==> config.mk <==
export PLATFORM = sky130hd
export DESIGN_NAME = mul_operand_issuer
export DESIGN_NICKNAME = d
export VERILOG_FILES = /design/src/rtl/mul_operand_issuer.sv
export SDC_FILE = /design/constraint.sdc
export NUM_CORES = 1
export LEC_CHECK = 0
export ABC_AREA = 0
export BUFFER_PORTS_ARGS = -buffer_cell sky130_fd_sc_hd__buf_2
export CAP_MARGIN = 20
export CORE_MARGIN = 2
export CORE_UTILIZATION = 37
export CTS_BUF_LIST = sky130_fd_sc_hd__clkbuf_16
export DETAILED_ROUTE_END_ITERATION = 12
export SKIP_LAST_GASP = 1
export SYNTH_ARGS = -nofsm -noshare
export SYNTH_HDL_FRONTEND = slang
export SYNTH_SLANG_ARGS = --single-unit
==> constraint.sdc <==
create_clock -name clk -period 1.7 [get_ports clk]
set_input_delay 0.085 -clock clk [delete_from_list [all_inputs] [get_ports clk]]
set_output_delay 0.085 -clock clk [all_outputs]
set_load 0.1 [all_outputs]
==> src/rtl/mul_operand_issuer.sv <==
// Operand-pair issuer for a streaming multiplier: splits each {a, b} pair onto the
// A/B channels, accumulates returned products and emits one sum per tlast packet.
module mul_operand_issuer #(
  parameter int DATA_W = 2,
  parameter int LEN_W  = 4,
  localparam int PROD_W = 2 * DATA_W,
  localparam int ACC_W  = 2 * DATA_W + LEN_W
) (
  input  logic              clk,
  input  logic              arst_n,
  input  logic [PROD_W-1:0] s_pair_tdata,
  input  logic              s_pair_tlast,
  input  logic              s_pair_tvalid,
  output logic              s_pair_tready,
  output logic [DATA_W-1:0] m_a_tdata,
  output logic              m_a_tvalid,
  input  logic              m_a_tready,
  output logic [DATA_W-1:0] m_b_tdata,
  output logic              m_b_tvalid,
  input  logic              m_b_tready,
  input  logic [PROD_W-1:0] s_result_tdata,
  input  logic              s_result_tvalid,
  output logic              s_result_tready,
  output logic [ACC_W-1:0]  m_sum_tdata,
  output logic              m_sum_tvalid,
  input  logic              m_sum_tready
);

  typedef enum logic [1:0] {IDLE, ISSUE, WAIT_RES, SEND} state_t;

  state_t             state_q, state_d;
  logic [DATA_W-1:0]  a_q, a_d, b_q, b_d;
  logic               last_q, last_d;
  logic               a_valid_q, a_valid_d, b_valid_q, b_valid_d;
  logic [ACC_W-1:0]   acc_q, acc_d, sum_q, sum_d;
  logic               sum_valid_q, sum_valid_d;
  logic               a_fire, b_fire;
  logic [ACC_W-1:0]   acc_sum;

  assign a_fire  = a_valid_q && m_a_tready;
  assign b_fire  = b_valid_q && m_b_tready;
  assign acc_sum = acc_q + {{LEN_W{1'b0}}, s_result_tdata};

  always_comb begin
    state_d     = state_q;
    a_d         = a_q;
    b_d         = b_q;
    last_d      = last_q;
    a_valid_d   = a_valid_q;
    b_valid_d   = b_valid_q;
    acc_d       = acc_q;
    sum_d       = sum_q;
    sum_valid_d = sum_valid_q;
    case (state_q)
      IDLE: begin
        if (s_pair_tvalid) begin
          a_d       = s_pair_tdata[PROD_W-1:DATA_W];
          b_d       = s_pair_tdata[DATA_W-1:0];
          last_d    = s_pair_tlast;
          a_valid_d = 1'b1;
          b_valid_d = 1'b1;
          state_d   = ISSUE;
        end
      end
      ISSUE: begin
        // A cleared valid doubles as that channel's "sent" flag.
        if (a_fire) a_valid_d = 1'b0;
        if (b_fire) b_valid_d = 1'b0;
        if ((!a_valid_q || a_fire) && (!b_valid_q || b_fire)) state_d = WAIT_RES;
      end
      WAIT_RES: begin
        if (s_result_tvalid) begin
          acc_d = acc_sum;
          if (last_q) begin
            sum_d       = acc_sum;
            sum_valid_d = 1'b1;
            state_d     = SEND;
          end else begin
            state_d = IDLE;
          end
        end
      end
      SEND: begin
        if (m_sum_tready) begin
          acc_d       = '0;
          sum_valid_d = 1'b0;
          state_d     = IDLE;
        end
      end
      default: state_d = IDLE;
    endcase
  end

  always_ff @(posedge clk or negedge arst_n) begin
    if (!arst_n) begin
      state_q     <= IDLE;
      a_q         <= '0;
      b_q         <= '0;
      last_q      <= 1'b0;
      a_valid_q   <= 1'b0;
      b_valid_q   <= 1'b0;
      acc_q       <= '0;
      sum_q       <= '0;
      sum_valid_q <= 1'b0;
    end else begin
      state_q     <= state_d;
      a_q         <= a_d;
      b_q         <= b_d;
      last_q      <= last_d;
      a_valid_q   <= a_valid_d;
      b_valid_q   <= b_valid_d;
      acc_q       <= acc_d;
      sum_q       <= sum_d;
      sum_valid_q <= sum_valid_d;
    end
  end

  assign s_pair_tready   = (state_q == IDLE);
  assign s_result_tready = (state_q == WAIT_RES);
  assign m_a_tdata       = a_q;
  assign m_a_tvalid      = a_valid_q;
  assign m_b_tdata       = b_q;
  assign m_b_tvalid      = b_valid_q;
  assign m_sum_tdata     = sum_q;
  assign m_sum_tvalid    = sum_valid_q;

endmodule

==> results of run 1 <==
-- sequential cells by signal, indices dropped and copies added, names as in the netlist --
name          flops
acc_q             8
state_q           2
m_a_tvalid        1
m_a_tdata         2
m_sum_tvalid      1
last_q            1
m_b_tvalid        1
m_sum_tdata       8
m_b_tdata         2
-- routing by layer --
layer | routed length, µm | share of wire, %
met1 | 1452 | 47
met2 | 1509 | 49
met3 | 109 | 3.5
met4 | 27 | 0.87
met5 | 0 | 0
-- worst paths after layout --
path / depth (start not counted) / from / slack [ns] / end
setup / recovery: 7 / acc_q[0]$_DFFE_PN0P_ / 0.05 / acc_q[6]$_DFFE_PN0P_
setup reg to reg: 7 / acc_q[0]$_DFFE_PN0P_ / 0.05 / acc_q[6]$_DFFE_PN0P_
max in group asynchronous: 2 / arst_n / 0.95 / m_b_tvalid$_DFFE_PN0P_
hold / removal: 2 / m_sum_tready / 0.04 / m_sum_tvalid$_DFFE_PN0P_
min in group asynchronous: 2 / arst_n / 0.36 / acc_q[7]$_DFFE_PN0P_
hold reg to reg: 2 / m_sum_tdata[3]$_DFFE_PN0P_ / 0.47 / m_sum_tdata[3]$_DFFE_PN0P_
-- cell usage after synthesis (2+ instances only) --
cell type   n  area (µm²)
a21oi_1     4       20.02
a22o_1      2       17.52
clkbuf_1    4       15.01
dfrtp_1    26       650.6
ha_1        4       50.05
inv_1       8       30.03
mux2_2      7       78.83
mux2i_1     3       30.03
nand2_1    15       56.30
nand3_1     3       15.01
nor2_1      5       18.77
nor2b_1     5       31.28
nor3_1      3       15.01
o211ai_1    2       15.01
o21a_1      3       22.52
o21ai_0    14       70.07
o31ai_1     4       30.03
or4_1       2       15.01
-- critical path: cells and delay by family (launching register included) --
kind | cells | cell delay [ns]
AO/OA/AOI/OAI | 3 | 0.46
adder cells (fa/ha/maj) | 2 | 0.55
buffers and inverters | 1 | 0.04
flip-flops | 1 | 0.35
AND/OR/NAND/NOR | 1 | 0.14
-- stage by stage --
step | instances | worst slack (ns) | hold WS (ns) | setup TNS [ns]
finish | 228 | 0.05048 | 0.04059 | 0
global route | 228 | -0.04783 | 0.05154 | -0.06325
global placement | 220 | 0.05411 | 0.1236 | 0
detailed placement | 220 | 0.01824 | 0.1292 | 0
CTS | 225 | 0.001317 | 0.04156 | 0
floorplan | 136 | -0.09274 | -0.2106 | -0.4323
-- cell families after synthesis --
group / count (synthesis) / share of synthesized area, %
AO/OA/AOI/OAI: 40 / 20.31
AND/OR/NAND/NOR: 40 / 14.69
adder cells (fa/ha/maj): 5 / 5.077
multiplexers: 10 / 7.888
flip-flops: 26 / 47.14
XOR/XNOR: 2 / 1.269
buffers and inverters: 13 / 3.626
-- what timing repair did --
item                                    4_1_cts  5_1_grt
gates resized for setup                       0       10
setup buffers                                 0        3
endpoints found under the setup margin        0        6
endpoints found under the hold margin        26        0
hold buffers                                  1        0
-- area by class of cell --
type	count	area (µm²)
clock inverter	1	3.754
clock buffer	3	75.07
fill	362	1809
multi-input combinational	97	744.5
inverter	8	30.03
tap	48	60.06
sequential	26	650.6
timing repair buffer	45	260.3
==> impl_metrics.yaml, run 1 <==
placed_design:
  portBuffers: 32
  dp_hpwl_um: 2230
  gp_congestion: 0.7766
  placed_cell_area_mm2: 0.001662
logic_synthesis:
  syn_area_mm2: 0.001380
  avgSynthCellArea_um2: 10.15
  synth.yosys.warnings: 0
  async_flop_share_pct: 100.0
  synth_cell_types: 40
  ys_ff_latch: 26
  synthFlopType: "dfrtp_1"
  ys_seq_area_share_pct: 47.14
  syn-num-nets: 157
  syn_inst: 136
  synth_enable_flop_cells: 0
floorplanning:
  die_h_um: 65.08
  std_cell_rows: 22
  dieWidth_um: 65.08
  io_pins: 33
  start_util_pct: 37.98
  coreArea_mm2: 0.003633
  dieArea_mm2: 0.004235
cells_and_area:
  area_delta_synth_final_pct: 32.18
  drive_gt1_share_pct: 38.89
  fin_nets: 202
  final_cell_mix: "buf_2 (32), dfrtp_1 (26), nand2_1 (15)"
  antennaDiodeCount: 0
  layout_commonest_cell: "buf_2"
  final_area_mm2: 0.001824
  utilization_pct: 50.21
worst_setup_path:
  crit_path_top_delay_cell: "fa_2"
  worstSetupStartpointType: "flop"
  cp.arrival_ns: 1.80
  endpoint_kind: "flop"
  path_cells: "ha_2 > inv_2 > fa_2 > nor2b_2 > o31a_2 > o21bai_1 > a22o_1"
  worst-setup-path-type: "flop to flop"
  worstPathRequired_ns: 1.85
  worstPathMaxFanout: 3
  critPathMaxStageDelay_ns: 0.36
global_route:
  use_met2_pct: 25.64
  grt.total_usage_pct: 15.23
  grt_pass1_vias: 1122
  grt_pass1_wl_um: 5106
  antenna_found_initial: 0
  overflow: 0
  globalRouteMet3Util_pct: 2.604
  grt_start_max_net_pins: 27
  met1_usage_pct: 20.66
  busiest_layer: "met2"
clocking:
  cts_sinks: 26
  cts_buffers: 3
  cts_max_path_buffers: 2
  clkLatencyLatePin_ns: 0.26
  cts_tree: "done"
  cts_max_level: 1
  clk_pin_slew_ns: 0.06
  cts_root_buf: "clkbuf_16"
timing:
  setup_viol: 0
  drv_slew: 0
  slew_headroom_pct: 60.46
  finalHoldViolations: 0
  skew_ns: 0.001865
  min_period_ns: 1.650
  max_freq_ghz: 0.6062
  tightest_slew_ns: 0.5931
  fin_crit_sh_pct: 97.03
flow_run:
  maxCapViolations: 0
run_status:
  status: "finished, final reports clean"
hold_path:
  hold_path.class: "input port to flop"
route:
  vias_per_cell: 5.184
  drt_wl_total_um: 3098
  vias: 1182
  drc: 0
  dr.first_iter.drc_count: 51
  wl_per_cell_um: 13.59
  drt.antenna.violating_nets: 0
  dr.pass1.iters: 4
Power of run 1 is left out: the tool's default activity adds up to more than one toggle a clock period on the data nets, which glitch-free logic cannot reach.
==> inputs of run 2 (changes only) <==
--- a/config.mk
+++ b/config.mk
@@ -12,7 +12,9 @@
 export CORE_UTILIZATION = 37
 export CTS_BUF_LIST = sky130_fd_sc_hd__clkbuf_16
 export DETAILED_ROUTE_END_ITERATION = 12
+export RECOVER_POWER = 50
 export SKIP_LAST_GASP = 1
+export SLEW_MARGIN = 20
 export SYNTH_ARGS = -nofsm -noshare
 export SYNTH_HDL_FRONTEND = slang
 export SYNTH_SLANG_ARGS = --single-unit
==> run 2 against run 1 <==
Compared with the run above:
- critical path depth did not move
- design area down 0.21%
- register-to-register slack barely moved
- sequential share of layout area rose by 0.073 points
- count of clock-buffer cells in the layout unchanged
- die area unchanged
- utilization shrank 0.10 points
- global-route usage unchanged
- first-iteration DRC count is the same
- clock skew about the same
- routed wire length hardly changed
- critical endpoint unchanged
==> impl_metrics.yaml, run 2 (synthesized netlist as in run 1, its figures left out) <==
cells_and_area:
  final_area_mm2: 0.001821
  antennaDiodeCount: 0
  fin_nets: 202
  final_cell_mix: "dfrtp_1 (26), buf_2 (25), nand2_1 (15)"
  fillerInstances: 364
  utilization_pct: 50.10
  layout_commonest_cell: "dfrtp_1"
  post_layout_nonfiller_instances: 228
  area_delta_synth_final_pct: 31.91
  drive_gt1_share_pct: 38.33
floorplanning:
  io_pins: 33
  dieWidth_um: 65.08
  std_cell_rows: 22
  coreArea_mm2: 0.003633
  start_util_pct: 37.98
  die_h_um: 65.08
  dieArea_mm2: 0.004235
worst_setup_path:
  cp_top_family: "adder cells"
  crit_path_top_delay_cell: "fa_2"
  cp.arrival_ns: 1.80
  worstPathRequired_ns: 1.85
  worst-setup-path-type: "flop to flop"
  critPathBufInv: 1
  worstSetupStartpointType: "flop"
  path_cells: "ha_2 > inv_2 > fa_2 > nor2b_2 > o31a_2 > o21bai_1 > a22o_1"
  worstPathMaxFanout: 3
  critPathMaxStageDelay_ns: 0.36
  endpoint_kind: "flop"
timing:
  min_period_ns: 1.650
  drv_slew: 0
  max_freq_ghz: 0.6062
  finalHoldViolations: 0
  skew_ns: 0.001827
  fin_crit_sh_pct: 97.03
  slew_headroom_pct: 56.11
  tightest_slew_ns: 0.6584
  setup_slack_ns: 0.05047
  setup_viol: 0
global_route:
  grt_pass1_vias: 1122
  grt_pass1_wl_um: 5106
  antenna_found_initial: 0
  grt_start_max_net_pins: 27
  grt.total_usage_pct: 15.23
  overflow: 0
route:
  dr.pass1.iters: 4
  drt_wl_total_um: 3096
  wl_per_cell_um: 13.58
  vias_per_cell: 5.175
  dr.first_iter.drc_count: 51
  drc: 0
  vias: 1180
  drt.antenna.violating_nets: 0
placed_design:
  placed_cell_area_mm2: 0.001662
  post-place-ws_ns: 0.01824
  dp_hpwl_um: 2230
  portBuffers: 32
  gp_congestion: 0.7766
  place_inst: 220
clocking:
  cts_buffers: 3
  cts_max_level: 1
  clk_pin_slew_ns: 0.06
  cts_root_buf: "clkbuf_16"
  clkLatencyLatePin_ns: 0.26
  cts_sinks: 26
  cts_max_path_buffers: 2
  cts_tree: "done"
flow_run:
  maxCapViolations: 0
run_status:
  status: "finished, final reports clean"
hold_path:
  hold_path.class: "input port to flop"
run 2: cell types whose count changed in the layout (fill, tap and decap cells not counted), sizes merged:
cell    change
buf         -8
clkbuf      +8
run 2: layout make-up:
class / instances / area [µm²] / share of cell area (%)
clock buffer: 3 / 75.07 / 4.124
clock inverter: 1 / 3.754 / 0.2062
inverter: 8 / 30.03 / 1.649
multi-input combinational: 97 / 744.5 / 40.89
sequential: 26 / 650.6 / 35.74
tap: 48 / 60.06 / 3.299
timing repair buffer: 45 / 256.5 / 14.09
run 2: repair_timing:
action                                  4_1_cts  5_1_grt
endpoints found under the hold margin        26        0
buffers inserted                              0        3
resized for setup                             0       10
endpoints found under the setup margin        0        6
hold buffers                                  1        0
run 2: through the flow:
stage | TNS [ns] | hold slack [ns]
finish | 0 | 0.04062
detailed placement | 0 | 0.1292
global route | -0.06325 | 0.05154
floorplan | -0.4323 | -0.2106
CTS | 0 | 0.04156
global placement | 0 | 0.1236
run 2: path summary, 6_finish.rpt:
| path | startpoint | to | slack [ns] | cells after the start |
|---|---|---|---|---|
| setup / recovery | acc_q[0]$_DFFE_PN0P_ | acc_q[6]$_DFFE_PN0P_ | 0.05 | 7 |
| hold / removal | m_sum_tready | m_sum_tvalid$_DFFE_PN0P_ | 0.04 | 2 |
| setup reg to reg | acc_q[0]$_DFFE_PN0P_ | acc_q[6]$_DFFE_PN0P_ | 0.05 | 7 |
| hold reg to reg | m_sum_tdata[3]$_DFFE_PN0P_ | m_sum_tdata[3]$_DFFE_PN0P_ | 0.47 | 2 |
| max in group asynchronous | arst_n | m_b_tvalid$_DFFE_PN0P_ | 0.89 | 2 |
| min in group asynchronous | arst_n | acc_q[7]$_DFFE_PN0P_ | 0.39 | 2 |
run 2: metal layers:
| layer | track usage (%) | wire length [µm] |
|---|---|---|
| met3 | 2.604 | 108 |
| met2 | 25.64 | 1506 |
| met4 | 3.125 | 27 |
| met1 | 20.66 | 1454 |
| met5 | 0 | 0 |
Power of run 2 is left out for the same reason.
==> inputs of run 3 (changes only) <==
--- a/config.mk
+++ b/config.mk
@@ -9,10 +9,11 @@
 export BUFFER_PORTS_ARGS = -buffer_cell sky130_fd_sc_hd__buf_2
 export CAP_MARGIN = 20
 export CORE_MARGIN = 2
-export CORE_UTILIZATION = 37
+export CORE_UTILIZATION = 35
 export CTS_BUF_LIST = sky130_fd_sc_hd__clkbuf_16
 export DETAILED_ROUTE_END_ITERATION = 12
 export RECOVER_POWER = 50
+export SETUP_SLACK_MARGIN = 0.1
 export SKIP_LAST_GASP = 1
 export SLEW_MARGIN = 20
 export SYNTH_ARGS = -nofsm -noshare
==> run 3 against run 2 <==
Compared with the run above:
- non-clock buffer count down 4
- first-iteration DRC count shrank 22%
- flip-flop and latch count unchanged
- register-to-register slack got worse by 0.02 ns
- routed wire length rose by 4.6%
- cell count shrank 1.8%
- sequential share of layout area shrank 0.36 points
- utilization down 0.61 points
- die area increased by 5.4%
==> impl_metrics.yaml, run 3 (synthesized netlist as in run 1, its figures left out) <==
route:
  dr.first_iter.drc_count: 40
  vias: 1174
  wl_per_cell_um: 14.46
  drt.antenna.violating_nets: 0
  drt_wl_total_um: 3239
  dr.pass1.iters: 4
  drc: 0
  vias_per_cell: 5.241
timing:
  finalHoldViolations: 0
  min_period_ns: 1.666
  fin_crit_sh_pct: 97.97
  rsz0062_at_grt: "true"
  tns_ns: 0
  slew_headroom_pct: 55.82
  tightest_slew_ns: 0.6627
  setup_viol: 0
  skew_ns: 0.003161
  max_freq_ghz: 0.6004
  drv_slew: 0
cells_and_area:
  antennaDiodeCount: 0
  regArea_um2: 650.6
  multiInputGateArea_um2: 785.8
  post_layout_nonfiller_instances: 224
  fin_nets: 198
  area_delta_synth_final_pct: 33.27
  layout_commonest_cell: "dfrtp_1"
  drive_gt1_share_pct: 39.20
  fillerInstances: 359
  final_area_mm2: 0.001839
  final_cell_mix: "dfrtp_1 (26), buf_2 (23), nand2_1 (14), o21ai_0 (14), clkbuf_2 (9)"
clocking:
  cts_max_path_buffers: 2
  cts_buffers: 3
  cts_root_buf: "clkbuf_16"
  cts_tree: "done"
  cts_sinks: 26
  clk_pin_slew_ns: 0.06
  clkLatencyLatePin_ns: 0.26
  cts_max_level: 1
global_route:
  antenna_found_initial: 0
  grt_pass1_vias: 1171
  overflow: 0
  grt_pass1_wl_um: 5223
  grt_start_max_net_pins: 27
  grt.total_usage_pct: 15.43
placed_design:
  gp_congestion: 0.8097
  placed_cell_area_mm2: 0.001644
  dp_hpwl_um: 2278
  place_inst: 216
  portBuffers: 32
floorplanning:
  io_pins: 33
  dieWidth_um: 66.80
  coreArea_mm2: 0.003716
  start_util_pct: 37.14
  dieArea_mm2: 0.004462
  std_cell_rows: 22
  die_h_um: 66.80
worst_setup_path:
  r2r-start: "acc_q[1]$_DFFE_PN0P_"
  worstPathRequired_ns: 1.90
  reg2reg_depth: 5
  cp.arrival_ns: 1.87
  endpoint_kind: "flop"
  worst-setup-path-type: "flop to flop"
  worstSetupStartpointType: "flop"
  crit_start: "acc_q[1]$_DFFE_PN0P_"
  worstPathMaxFanout: 6
flow_run:
  maxCapViolations: 0
hold_path:
  min_from: "m_sum_tready"
  holdPathStages: 2
  hold_path.class: "input port to flop"
run_status:
  status: "finished, final reports clean"
-- run 3: cell types whose count changed in the layout (fill, tap and decap cells not counted), sizes merged --
cell	previous run	this run
buf	36	31
clkbuf	11	12
-- run 3: worst paths after layout --
path / endpoint / slack (ns)
setup / recovery: acc_q[7]$_DFFE_PN0P_ / 0.03
hold / removal: m_sum_tvalid$_DFFE_PN0P_ / 0.05
setup reg to reg: acc_q[7]$_DFFE_PN0P_ / 0.03
hold reg to reg: m_sum_tdata[3]$_DFFE_PN0P_ / 0.48
max in group asynchronous: m_b_tdata[1]$_DFFE_PN0P_ / 0.89
min in group asynchronous: acc_q[3]$_DFFE_PN0P_ / 0.39
-- run 3: cell type report --
class                           count  area share [%]
Sequential cell                    26           35.37
Inverter                            8           1.633
Multi-Input combinational cell     97           42.72
Timing Repair Buffer               41           12.72
Clock buffer                        3           4.082
Tap cell                           48           3.265
Clock inverter                      1          0.2041
-- run 3: through the flow --
| step | setup WS [ns] | hold WS [ns] | utilization, % |
|---|---|---|---|
| after floorplan | -0.09274 | -0.2106 | - |
| after global placement | 0.03748 | 0.1229 | 44.24 |
| after detailed placement | -0.02167 | 0.1355 | 44.24 |
| after CTS | 0.04773 | 0.04736 | 48.32 |
| after global routing | -0.008560 | 0.05118 | 49.49 |
| final | 0.03447 | 0.05167 | 49.49 |
-- run 3: routing by layer --
| layer | share of wire [%] | global-route usage, % |
|---|---|---|
| met4 | 1.3 | 6.378 |
| met3 | 3.7 | 2.703 |
| met1 | 48 | 20.15 |
| met5 | 0 | 0 |
| met2 | 47 | 25.12 |
-- run 3: what timing repair did --
item,CTS,global route
setup buffers,3,0
cloned,0,0
endpoints found under the setup margin,6,8
pin swaps,7,10
endpoints found under the hold margin,26,0
hold buffers,1,0
resized for setup,5,8
-- run 3: worst max-delay path, cell delays in order, from the launching register on --
cell and delay [ns]:
dfrtp_1 0.42, ha_4 0.30, a211oi_4 0.07, o21ba_4 0.25, or4_4 0.49, nand3_2 0.07
Power of run 3 is left out for the same reason.
